[config.mk]
export PLATFORM = sky130hd
export DESIGN_NAME = dmem_lsu_ctrl
export DESIGN_NICKNAME = d
export VERILOG_FILES = /design/src/rtl/dmem_lsu_ctrl_pkg.sv /design/src/rtl/dmem_lsu_ctrl_dmem.sv /design/src/rtl/dmem_lsu_ctrl.sv
export SDC_FILE = /design/constraint.sdc
export NUM_CORES = 1
export LEC_CHECK = 0
export BUFFER_PORTS_ARGS = -buffer_cell sky130_fd_sc_hd__buf_2
export CAP_MARGIN = 20
export CELL_PAD_IN_SITES_DETAIL_PLACEMENT = 1
export CELL_PAD_IN_SITES_GLOBAL_PLACEMENT = 1
export CORE_MARGIN = 1.5
export CORE_UTILIZATION = 36
export CTS_BUF_LIST = sky130_fd_sc_hd__clkbuf_8
export DETAILED_ROUTE_END_ITERATION = 6
export HOLD_SLACK_MARGIN = 0.02
export PLACE_DENSITY = 0.9
export SYNTH_ARGS = -nofsm -noshare
export SYNTH_HDL_FRONTEND = slang
export SYNTH_SLANG_ARGS = --single-unit
[constraint.sdc]
create_clock -name i_clk -period 2.33 [get_ports i_clk]
set_input_delay 0.1165 -clock i_clk [delete_from_list [all_inputs] [get_ports i_clk]]
set_output_delay 0.1165 -clock i_clk [all_outputs]
set_load 0.05 [all_outputs]
[src/rtl/dmem_lsu_ctrl_pkg.sv]
// Shared definitions for the data-memory load/store sequencer:
// funct3 encodings, FSM state encoding and the alignment predicate.
package dmem_lsu_ctrl_pkg;

    localparam logic [2:0] F3_LB  = 3'b000;
    localparam logic [2:0] F3_LH  = 3'b001;
    localparam logic [2:0] F3_LW  = 3'b010;
    localparam logic [2:0] F3_LBU = 3'b100;
    localparam logic [2:0] F3_LHU = 3'b101;

    localparam logic [2:0] F3_SB  = 3'b000;
    localparam logic [2:0] F3_SH  = 3'b001;
    localparam logic [2:0] F3_SW  = 3'b010;

    typedef enum logic [2:0] {
        ST_IDLE    = 3'd0,
        ST_REQ     = 3'd1,
        ST_WAIT    = 3'd2,
        ST_DONE    = 3'd3,
        ST_ERR_MIS = 3'd4,
        ST_ERR_BUS = 3'd5
    } lsu_state_t;

    // size is funct3[1:0]: 00 byte, 01 halfword, 1x word.
    // Bytes can never be misaligned.
    function automatic logic is_misaligned(input logic [1:0] size, input logic [1:0] addr_lo);
        logic mis;
        mis = 1'b0;
        if (size[1])
            mis = |addr_lo;
        else if (size[0])
            mis = addr_lo[0];
        return mis;
    endfunction

endpackage

[src/rtl/dmem_lsu_ctrl_dmem.sv]
// Sub-word unit: word-aligns the address, builds the byte-lane mask,
// lane-shifts store data and extracts/extends load data.
module dmem_lsu_ctrl_dmem
    import dmem_lsu_ctrl_pkg::*;
(
    input  logic [2:0]  opsel,
    input  logic [31:0] addr,
    input  logic [31:0] wdata,
    input  logic [31:0] mem_rdata,
    output logic [31:0] mem_addr,
    output logic [3:0]  mem_mask,
    output logic [31:0] mem_wdata,
    output logic [31:0] ext_rdata
);

    logic [31:0] lane;

    assign mem_addr = {addr[31:2], 2'b00};
    assign lane     = mem_rdata >> {addr[1:0], 3'b000};

    // Byte-lane mask from access size and low address bits
    always_comb begin
        mem_mask = 4'b0000;
        case (opsel[1:0])
            2'b00:   mem_mask = 4'b0001 << addr[1:0];
            2'b01:   mem_mask = 4'b0011 << {addr[1], 1'b0};
            default: mem_mask = 4'b1111;
        endcase
    end

    // Move store data onto the lanes selected by the address
    always_comb begin
        mem_wdata = '0;
        case (opsel)
            F3_SB:   mem_wdata = {24'b0, wdata[7:0]} << {addr[1:0], 3'b000};
            F3_SH:   mem_wdata = {16'b0, wdata[15:0]} << {addr[1], 4'b0000};
            F3_SW:   mem_wdata = wdata;
            default: mem_wdata = wdata;
        endcase
    end

    // Sign- or zero-extend the addressed sub-word of the returned word
    always_comb begin
        ext_rdata = mem_rdata;
        case (opsel)
            F3_LB:   ext_rdata = {{24{lane[7]}}, lane[7:0]};
            F3_LH:   ext_rdata = {{16{lane[15]}}, lane[15:0]};
            F3_LW:   ext_rdata = lane;
            F3_LBU:  ext_rdata = {24'b0, lane[7:0]};
            F3_LHU:  ext_rdata = {16'b0, lane[15:0]};
            default: ext_rdata = mem_rdata;
        endcase
    end

endmodule

[src/rtl/dmem_lsu_ctrl.sv]
// Load/store sequencer between the MEM stage and a handshaked data memory.
//
//   state      | meaning
//   -----------+------------------------------------------------------
//   ST_IDLE    | waiting for a request; stall follows i_req_valid
//   ST_REQ     | memory request driven, waiting for i_mem_ready
//   ST_WAIT    | load accepted, waiting for i_mem_valid
//   ST_DONE    | one-cycle completion pulse
//   ST_ERR_MIS | misaligned access trapped, no memory access made
//   ST_ERR_BUS | REQ/WAIT exceeded TIMEOUT_CYC cycles
module dmem_lsu_ctrl
    import dmem_lsu_ctrl_pkg::*;
#(
    parameter int unsigned TIMEOUT_CYC = 255
) (
    input  logic        i_clk,
    input  logic        i_rst,
    input  logic        i_req_valid,
    input  logic        i_req_wen,
    input  logic [2:0]  i_opsel,
    input  logic [31:0] i_addr,
    input  logic [31:0] i_wdata,
    output logic        o_stall,
    output logic        o_done,
    output logic [31:0] o_rdata,
    output logic        o_misalign,
    output logic        o_bus_err,
    output logic        o_mem_req,
    input  logic        i_mem_ready,
    output logic        o_mem_wen,
    output logic [31:0] o_mem_addr,
    output logic [3:0]  o_mem_mask,
    output logic [31:0] o_mem_wdata,
    input  logic        i_mem_valid,
    input  logic [31:0] i_mem_rdata
);

    // A zero timeout disables the counter; keep it at least one bit wide.
    localparam int unsigned CNT_W = (TIMEOUT_CYC > 0) ? $clog2(TIMEOUT_CYC + 1) : 1;
    localparam logic [CNT_W-1:0] TMO_LAST = (TIMEOUT_CYC > 0) ? CNT_W'(TIMEOUT_CYC - 1) : '0;

    lsu_state_t        state;
    logic              wen_q;
    logic [2:0]        opsel_q;
    logic [31:0]       addr_q;
    logic [31:0]       wdata_q;
    logic [CNT_W-1:0]  tmo_cnt;
    logic              tmo_expire;

    logic [31:0]       dm_addr;
    logic [3:0]        dm_mask;
    logic [31:0]       dm_wdata;
    logic [31:0]       dm_rdata;

    dmem_lsu_ctrl_dmem u_dmem (
        .opsel     (opsel_q),
        .addr      (addr_q),
        .wdata     (wdata_q),
        .mem_rdata (i_mem_rdata),
        .mem_addr  (dm_addr),
        .mem_mask  (dm_mask),
        .mem_wdata (dm_wdata),
        .ext_rdata (dm_rdata)
    );

    // The current REQ/WAIT cycle is the last one allowed
    assign tmo_expire = (TIMEOUT_CYC != 0) && (tmo_cnt == TMO_LAST);

    // Pipeline freeze: combinational in IDLE so the request stalls its own cycle
    assign o_stall = ((state == ST_IDLE) && i_req_valid) || (state == ST_REQ) || (state == ST_WAIT);

    // Memory-side fields are held at zero whenever no request is outstanding
    assign o_mem_wen   = o_mem_req & wen_q;
    assign o_mem_addr  = o_mem_req ? dm_addr  : '0;
    assign o_mem_mask  = o_mem_req ? dm_mask  : '0;
    assign o_mem_wdata = o_mem_req ? dm_wdata : '0;

    // Sequencer FSM with registered handshake/completion outputs
    always_ff @(posedge i_clk) begin
        if (i_rst) begin
            state      <= ST_IDLE;
            wen_q      <= 1'b0;
            opsel_q    <= '0;
            addr_q     <= '0;
            wdata_q    <= '0;
            tmo_cnt    <= '0;
            o_done     <= 1'b0;
            o_misalign <= 1'b0;
            o_bus_err  <= 1'b0;
            o_mem_req  <= 1'b0;
            o_rdata    <= '0;
        end else begin
            case (state)
                ST_IDLE: begin
                    if (i_req_valid) begin
                        wen_q   <= i_req_wen;
                        opsel_q <= i_opsel;
                        addr_q  <= i_addr;
                        wdata_q <= i_wdata;
                        if (is_misaligned(i_opsel[1:0], i_addr[1:0])) begin
                            state      <= ST_ERR_MIS;
                            o_done     <= 1'b1;
                            o_misalign <= 1'b1;
                        end else begin
                            state     <= ST_REQ;
                            o_mem_req <= 1'b1;
                            tmo_cnt   <= '0;
                        end
                    end
                end
                ST_REQ: begin
                    tmo_cnt <= tmo_cnt + CNT_W'(1);
                    // Acceptance in the expiry cycle still completes normally
                    if (i_mem_ready) begin
                        o_mem_req <= 1'b0;
                        if (wen_q) begin
                            state  <= ST_DONE;
                            o_done <= 1'b1;
                        end else begin
                            state <= ST_WAIT;
                        end
                    end else if (tmo_expire) begin
                        state     <= ST_ERR_BUS;
                        o_mem_req <= 1'b0;
                        o_done    <= 1'b1;
                        o_bus_err <= 1'b1;
                    end
                end
                ST_WAIT: begin
                    tmo_cnt <= tmo_cnt + CNT_W'(1);
                    if (i_mem_valid) begin
                        state   <= ST_DONE;
                        o_done  <= 1'b1;
                        o_rdata <= dm_rdata;
                    end else if (tmo_expire) begin
                        state     <= ST_ERR_BUS;
                        o_done    <= 1'b1;
                        o_bus_err <= 1'b1;
                    end
                end
                default: begin
                    state      <= ST_IDLE;
                    o_done     <= 1'b0;
                    o_misalign <= 1'b0;
                    o_bus_err  <= 1'b0;
                    o_mem_req  <= 1'b0;
                end
            endcase
        end
    end

endmodule
# After elaboration in Yosys (flattened, before gate mapping)

Index checks and enable logic that the tools add are counted.

Output and inout port bits: 106
Bits in registers: 115
Logic and storage cells: 90
Input bits: 105

Eq/ne operators: 15
Add/sub/neg operators: 1
Bitwise logic cells: 4
Muxes and demuxes: 38
Reductions and logical operators: 16
Shift-type cells: 5

Operator list:

| operator              | number |
|---|---|
| $pmux W32 S5          | 1 |
| $mux W32              | 2 |
| $pmux W32 S2          | 1 |
| $shl A16 B5 Y32       | 1 |
| $shl A8 B5 Y32        | 1 |
| $shr A32 B5 Y32       | 1 |
| $mux W1               | 19 |
| $mux W8               | 2 |
| $pmux W8 S2           | 1 |
| $mux W3               | 5 |
| $reduce_and A3 Y1     | 4 |
| $pmux W1 S3           | 3 |
| $pmux W3 S3           | 1 |
| $add A8 B1 Y8 const B | 1 |
| $eq A8 B8 Y1 const B  | 1 |
| $ne A2 B2 Y1 const B  | 4 |
| $pmux W4 S2           | 1 |
| $eq A3 B1 Y1 const B  | 2 |
| $eq A3 B2 Y1 const B  | 2 |
| $eq A3 B3 Y1 const B  | 2 |
| $logic_not A3 Y1      | 2 |
| $ne A3 B3 Y1 const B  | 2 |
| $mux W4               | 1 |
| $reduce_and A2 Y1     | 2 |
| 13 further kinds      | 17 |

# Longest topological paths before layout

Depth after elaboration: 8
Depth in mapped cells: 8

# Cells and area by module

A second synthesis with hierarchy kept.

Cell total of the unflattened synthesis: 898
Area total of the unflattened synthesis: 6511.2 sq um

By module, submodules not included:

| module             | instances | area an instance (sq um) | cells an instance | sequential area each (sq um) |
|---|---|---|---|---|
| dmem_lsu_ctrl      | 1         | 4785.8                   | 618               | 2302.2 |
| dmem_lsu_ctrl_dmem | 1         | 1725.4                   | 280               | 0.0 |

# Worst setup path after synthesis

No wires, ideal clock.

Path type: register -> output
Start: register addr_q[0]
End: output o_mem_mask[3]
Data arrival time: 2.310 ns
Slack: -0.097 ns
Buffers on the path: 3
Cell stages (with the launch flop): 6
Path through: dfxtp_1 -> clkbuf_1 -> buf_2 -> buf_2 -> o21ai_0 -> a21boi_0

Cells in the longest elaborated chain, start to end: 3

Ends and longest elaborated chain:

| what                   | line                     | RTL |
|---|---|---|
| from (decl)            | dmem_lsu_ctrl.sv:45      | `logic [31:0] addr_q;` |
| from (signal assigned) | dmem_lsu_ctrl.sv:98      | `addr_q <= i_addr;` |
| $shl A1 B2 Y4          | dmem_lsu_ctrl_dmem.sv:25 | `2'b00: mem_mask = 4'b0001 << addr[1:0];` |
| $pmux W4 S2            | dmem_lsu_ctrl_dmem.sv:24 | `case (opsel[1:0])` |
| $mux W4                | dmem_lsu_ctrl.sv:75      | `assign o_mem_mask = o_mem_req ? dm_mask : '0;` |
| to (decl)              | dmem_lsu_ctrl.sv:32      | `output logic [3:0] o_mem_mask,` |

Every way passes these cells.

# Final worst setup path

Start: register opsel_q[2]
End: output o_mem_wdata[19]

Cells in the longest elaborated chain, start to end: 3
Elaborated cells between the ends (all ways): 4

Ends and longest elaborated chain:

| what                                                    | line                     | RTL |
|---|---|---|
| from (decl)                                             | dmem_lsu_ctrl.sv:44      | `logic [2:0] opsel_q;` |
| from (signal assigned)                                  | dmem_lsu_ctrl.sv:97      | `opsel_q <= i_opsel;` |
| $eq A3 B1 Y1 / $logic_not A3 Y1 (equally long branches) | dmem_lsu_ctrl_dmem.sv:34 | `case (opsel)` |
| $pmux W32 S2 *                                          | dmem_lsu_ctrl_dmem.sv:34 |  |
| $mux W32 *                                              | dmem_lsu_ctrl.sv:76      | `assign o_mem_wdata = o_mem_req ? dm_wdata : '0;` |
| to (decl)                                               | dmem_lsu_ctrl.sv:33      | `output logic [31:0] o_mem_wdata,` |

Every way passes the cells marked *; elsewhere a longest branch is shown, timed or not.

==> flow_summary.ini <==
[run_status]
status = finished clean

[routing]
vias = 7035
drcViolationCount = 0
first_iter_violations = 502
firstDrtPassIters = 5
drt-total-wl_mm = 25.1
vias_per_cell = 5.50
wl_per_cell_um = 19.6
ant_nets = 0

[global_route]
grt_pass1_vias = 7300
globalRouteMet3Util = 0.0656
grtUsageMet2 = 0.485
grt_max_degree = 40
grt_pass1_wl_mm = 37.9
grt_overflow = 0
use_met1 = 0.329
track_usage = 0.288
top_usage_layer = met2
antenna_found_initial = 3

[critical_path]
critPathArrivalTime_ns = 2.13
worst-path-stages = 5
crit_chain = or2_4, nor3_4, a22oi_1, nor2b_1, buf_2
timing.rr.start = addr_q[0]
critPathLaunchType = register
cp.required_ns = 2.21
crit_path_end_kind = output port
r2r-end = o_rdata[8]
worstSetupEndpoint = o_mem_wdata[19]
worst-path-max-fanout = 21
cp_top_family = simple AND/OR/NAND/NOR gates
rr_worst_depth = 5
critPathKind = register to output port
cpPeakStageDelay_ns = 0.40
cp_slowest_cell = nor3_4
cp_num_buf_inv = 1
r2r_setup_slack_ns = 0.29
startpoint = opsel_q[2]

[sta]
hold_violations = 0
clock.fmax_mhz = 445
min_period_ns = 2.25
finalMaxSlewViolations = 0
finalClockSkew_ns = 0.0201
setup_violations = 0
finalSetupTns_ns = 0
rsz0062_at_grt = no
min_period_over_period = 0.965
relSlewSlack = 0.518
worst_slew_pin_slew_ns = 0.722

[clocking]
cts_tree = done
post_cts_buffers = 0
clk_pin_slew_ns = 0.09
cts.sinks = 115
htreeDepth = 4
cts_buffers = 17
clk_latency_ns = 0.46
cts_buffer_depth = 2
root_buffer = clkbuf_8

[power]
leakagePower_uw = 0.00351
p_per_area_nw_per_um2 = 646
ir_worst_vdd_uv = 346
power.total_uw = 5470

[placed_design]
dp.cells = 1154
hpwl_mm = 14.9
gp_congestion = 0.846
port_buffers = 208

[finish]
nFillCells = 2005
syn_to_final_growth_pct = 43.7
multiInputGateArea_um2 = 3300
fin_cells = 1279
drive_above_1_share = 0.269
nets = 1150
regArea_um2 = 2310

[floorplanning]
die_area_um2 = 17200
start_util = 0.370
fp.dieH_um = 131
rows = 46
num_io_pins = 211
core_um2 = 15900
die_w_um = 131

[min_path]
hp-class = input pin to register
hp-start = i_mem_rdata[6]

[synthesis]
synthArstFlopShare = 0
synth-main-ff-cell = dfxtp_1
synth_area_um2 = 5900
ys_top_cells_by_count = nand2_1 (185), dfxtp_1 (115), a21oi_1 (97)
synth.top_cell.area_share = 0.390
yosysWarnings = 0
syn-instance-count = 773
synthDistinctLibCells = 60
synth_edf_count = 0
yosys.area.top_type = dfxtp_1
synth-seq-area-share = 0.390
yosysMostFrequentCell = nand2_1
synth_area_leaders = dfxtp_1 (39%), nand2_1 (12%), a21oi_1 (8.2%)
synth_seq_cells = 115
avgSynthCellArea_um2 = 7.63

[job]
max_cap_violations = 0
==> sequential cells by signal, indices dropped and copies added, names as in the netlist <==
register and flops:
o_misalign 1, o_done 1, o_rdata 32, o_mem_req 1
opsel_q 3, wen_q 1, addr_q 32, o_bus_err 1
tmo_cnt 8, state 3, wdata_q 32
==> cell usage in the layout (no fill, tap or decap), types with 3 or more instances in the layout <==
master and instances:
or3_1 11, mux2_2 3, clkinv_2 3, a31oi_1 14, o2bb2ai_1 7, a21oi_1 95, o31ai_1 5, bufinv_16 4
buf_4 22, o21ai_0 25, a21oi_2 3, diode_2 7, a22oi_1 22, nor2b_1 28, o22ai_1 11, clkbuf_4 10
a2bb2oi_1 7, clkbuf_8 18, dlygate4sd3_1 86, clkinv_4 3, o221ai_1 7, nand3b_1 8, inv_1 12, nor2_1 26
and2_1 40, or4_1 4, o21a_1 4, clkinvlp_4 3, dfxtp_1 112, dfxtp_2 3, nand2_1 184, buf_2 198
mux2i_1 16, a211oi_1 9, a21o_1 3, nand3_1 5
==> where the power goes <==
group / total (uW) / internal, uW / switching, uW
registers: 2200 / 2080 / 117
clock network: 2090 / 1190 / 907
logic: 1180 / 444 / 738
total: 5470 / 3710 / 1760
==> final cells by class <==
type / count / area share
Multi-Input combinational cell: 581 / 0.389
Antenna cell: 7 / 0.00207
Clock buffer: 18 / 0.0292
Inverter: 11 / 0.00487
Sequential cell: 115 / 0.272
Timing Repair Buffer: 317 / 0.248
Clock inverter: 14 / 0.0221
Tap cell: 216 / 0.0319
==> routing by layer <==
metal  part of all wire  vias up
met2               0.49      305
met4              0.053        0
met3              0.051      114
met5                  0        -
met1               0.40     3377
li1                   -     3239
==> worst min path at each step <==
stage | slack [ns] | depth (start not counted) | endpoint
finish | 0.04 | 3 | o_rdata[6]
global placement | 0.36 | 3 | addr_q[3]
detailed placement | 0.36 | 3 | addr_q[16]
global route | 0.03 | 3 | o_rdata[2]
CTS | 0.03 | 3 | state[1]
floorplan | 0.25 | 2 | addr_q[10]
==> repair_timing <==
| action | 4_1_cts | 5_1_grt |
|---|---|---|
| resized for setup | 3 | 15 |
| gates cloned | 0 | 0 |
| pin swaps | 0 | 2 |
| endpoints found under the hold margin | 86 | 0 |
| setup endpoints to repair | 15 | 27 |
| hold buffers | 86 | 0 |
==> stage by stage <==
stage                     utilization  hold WS, ns  instance area (um2)  setup WS (ns)
after floorplan                     -        0.252                 5900          0.256
after global placement          0.446        0.358                 7110          0.387
after detailed placement        0.446        0.363                 7110          0.289
after CTS                       0.528       0.0255                 8410         0.0255
after global routing            0.531       0.0253                 8460        0.00195
final                           0.532       0.0419                 8470         0.0821
==> worst register-to-register path: stages (launching register included) <==
cell       delay [ns]
dfxtp_2          0.44
buf_4            0.36
nor2b_1          0.66
o2bb2ai_1        0.24
o22ai_1          0.13
o21ai_0          0.16
==> kinds of logic (layout without fill, tap and decap cells) <==
group                    count (synthesis)  after routing  share of synthesized area
AO/OA/AOI/OAI                          229            229                      0.245
XOR/XNOR                                 1              1                    0.00149
adder cells (fa/ha/maj)                  2              2                    0.00424
buffers and inverters                   78            360                     0.0573
flip-flops                             115            115                      0.390
multiplexers                            20             20                     0.0367
other                                    1              9                   0.000636
AND/OR/NAND/NOR                        327            327                      0.265
No activity file was read; power rests on OpenSTA's default activity.
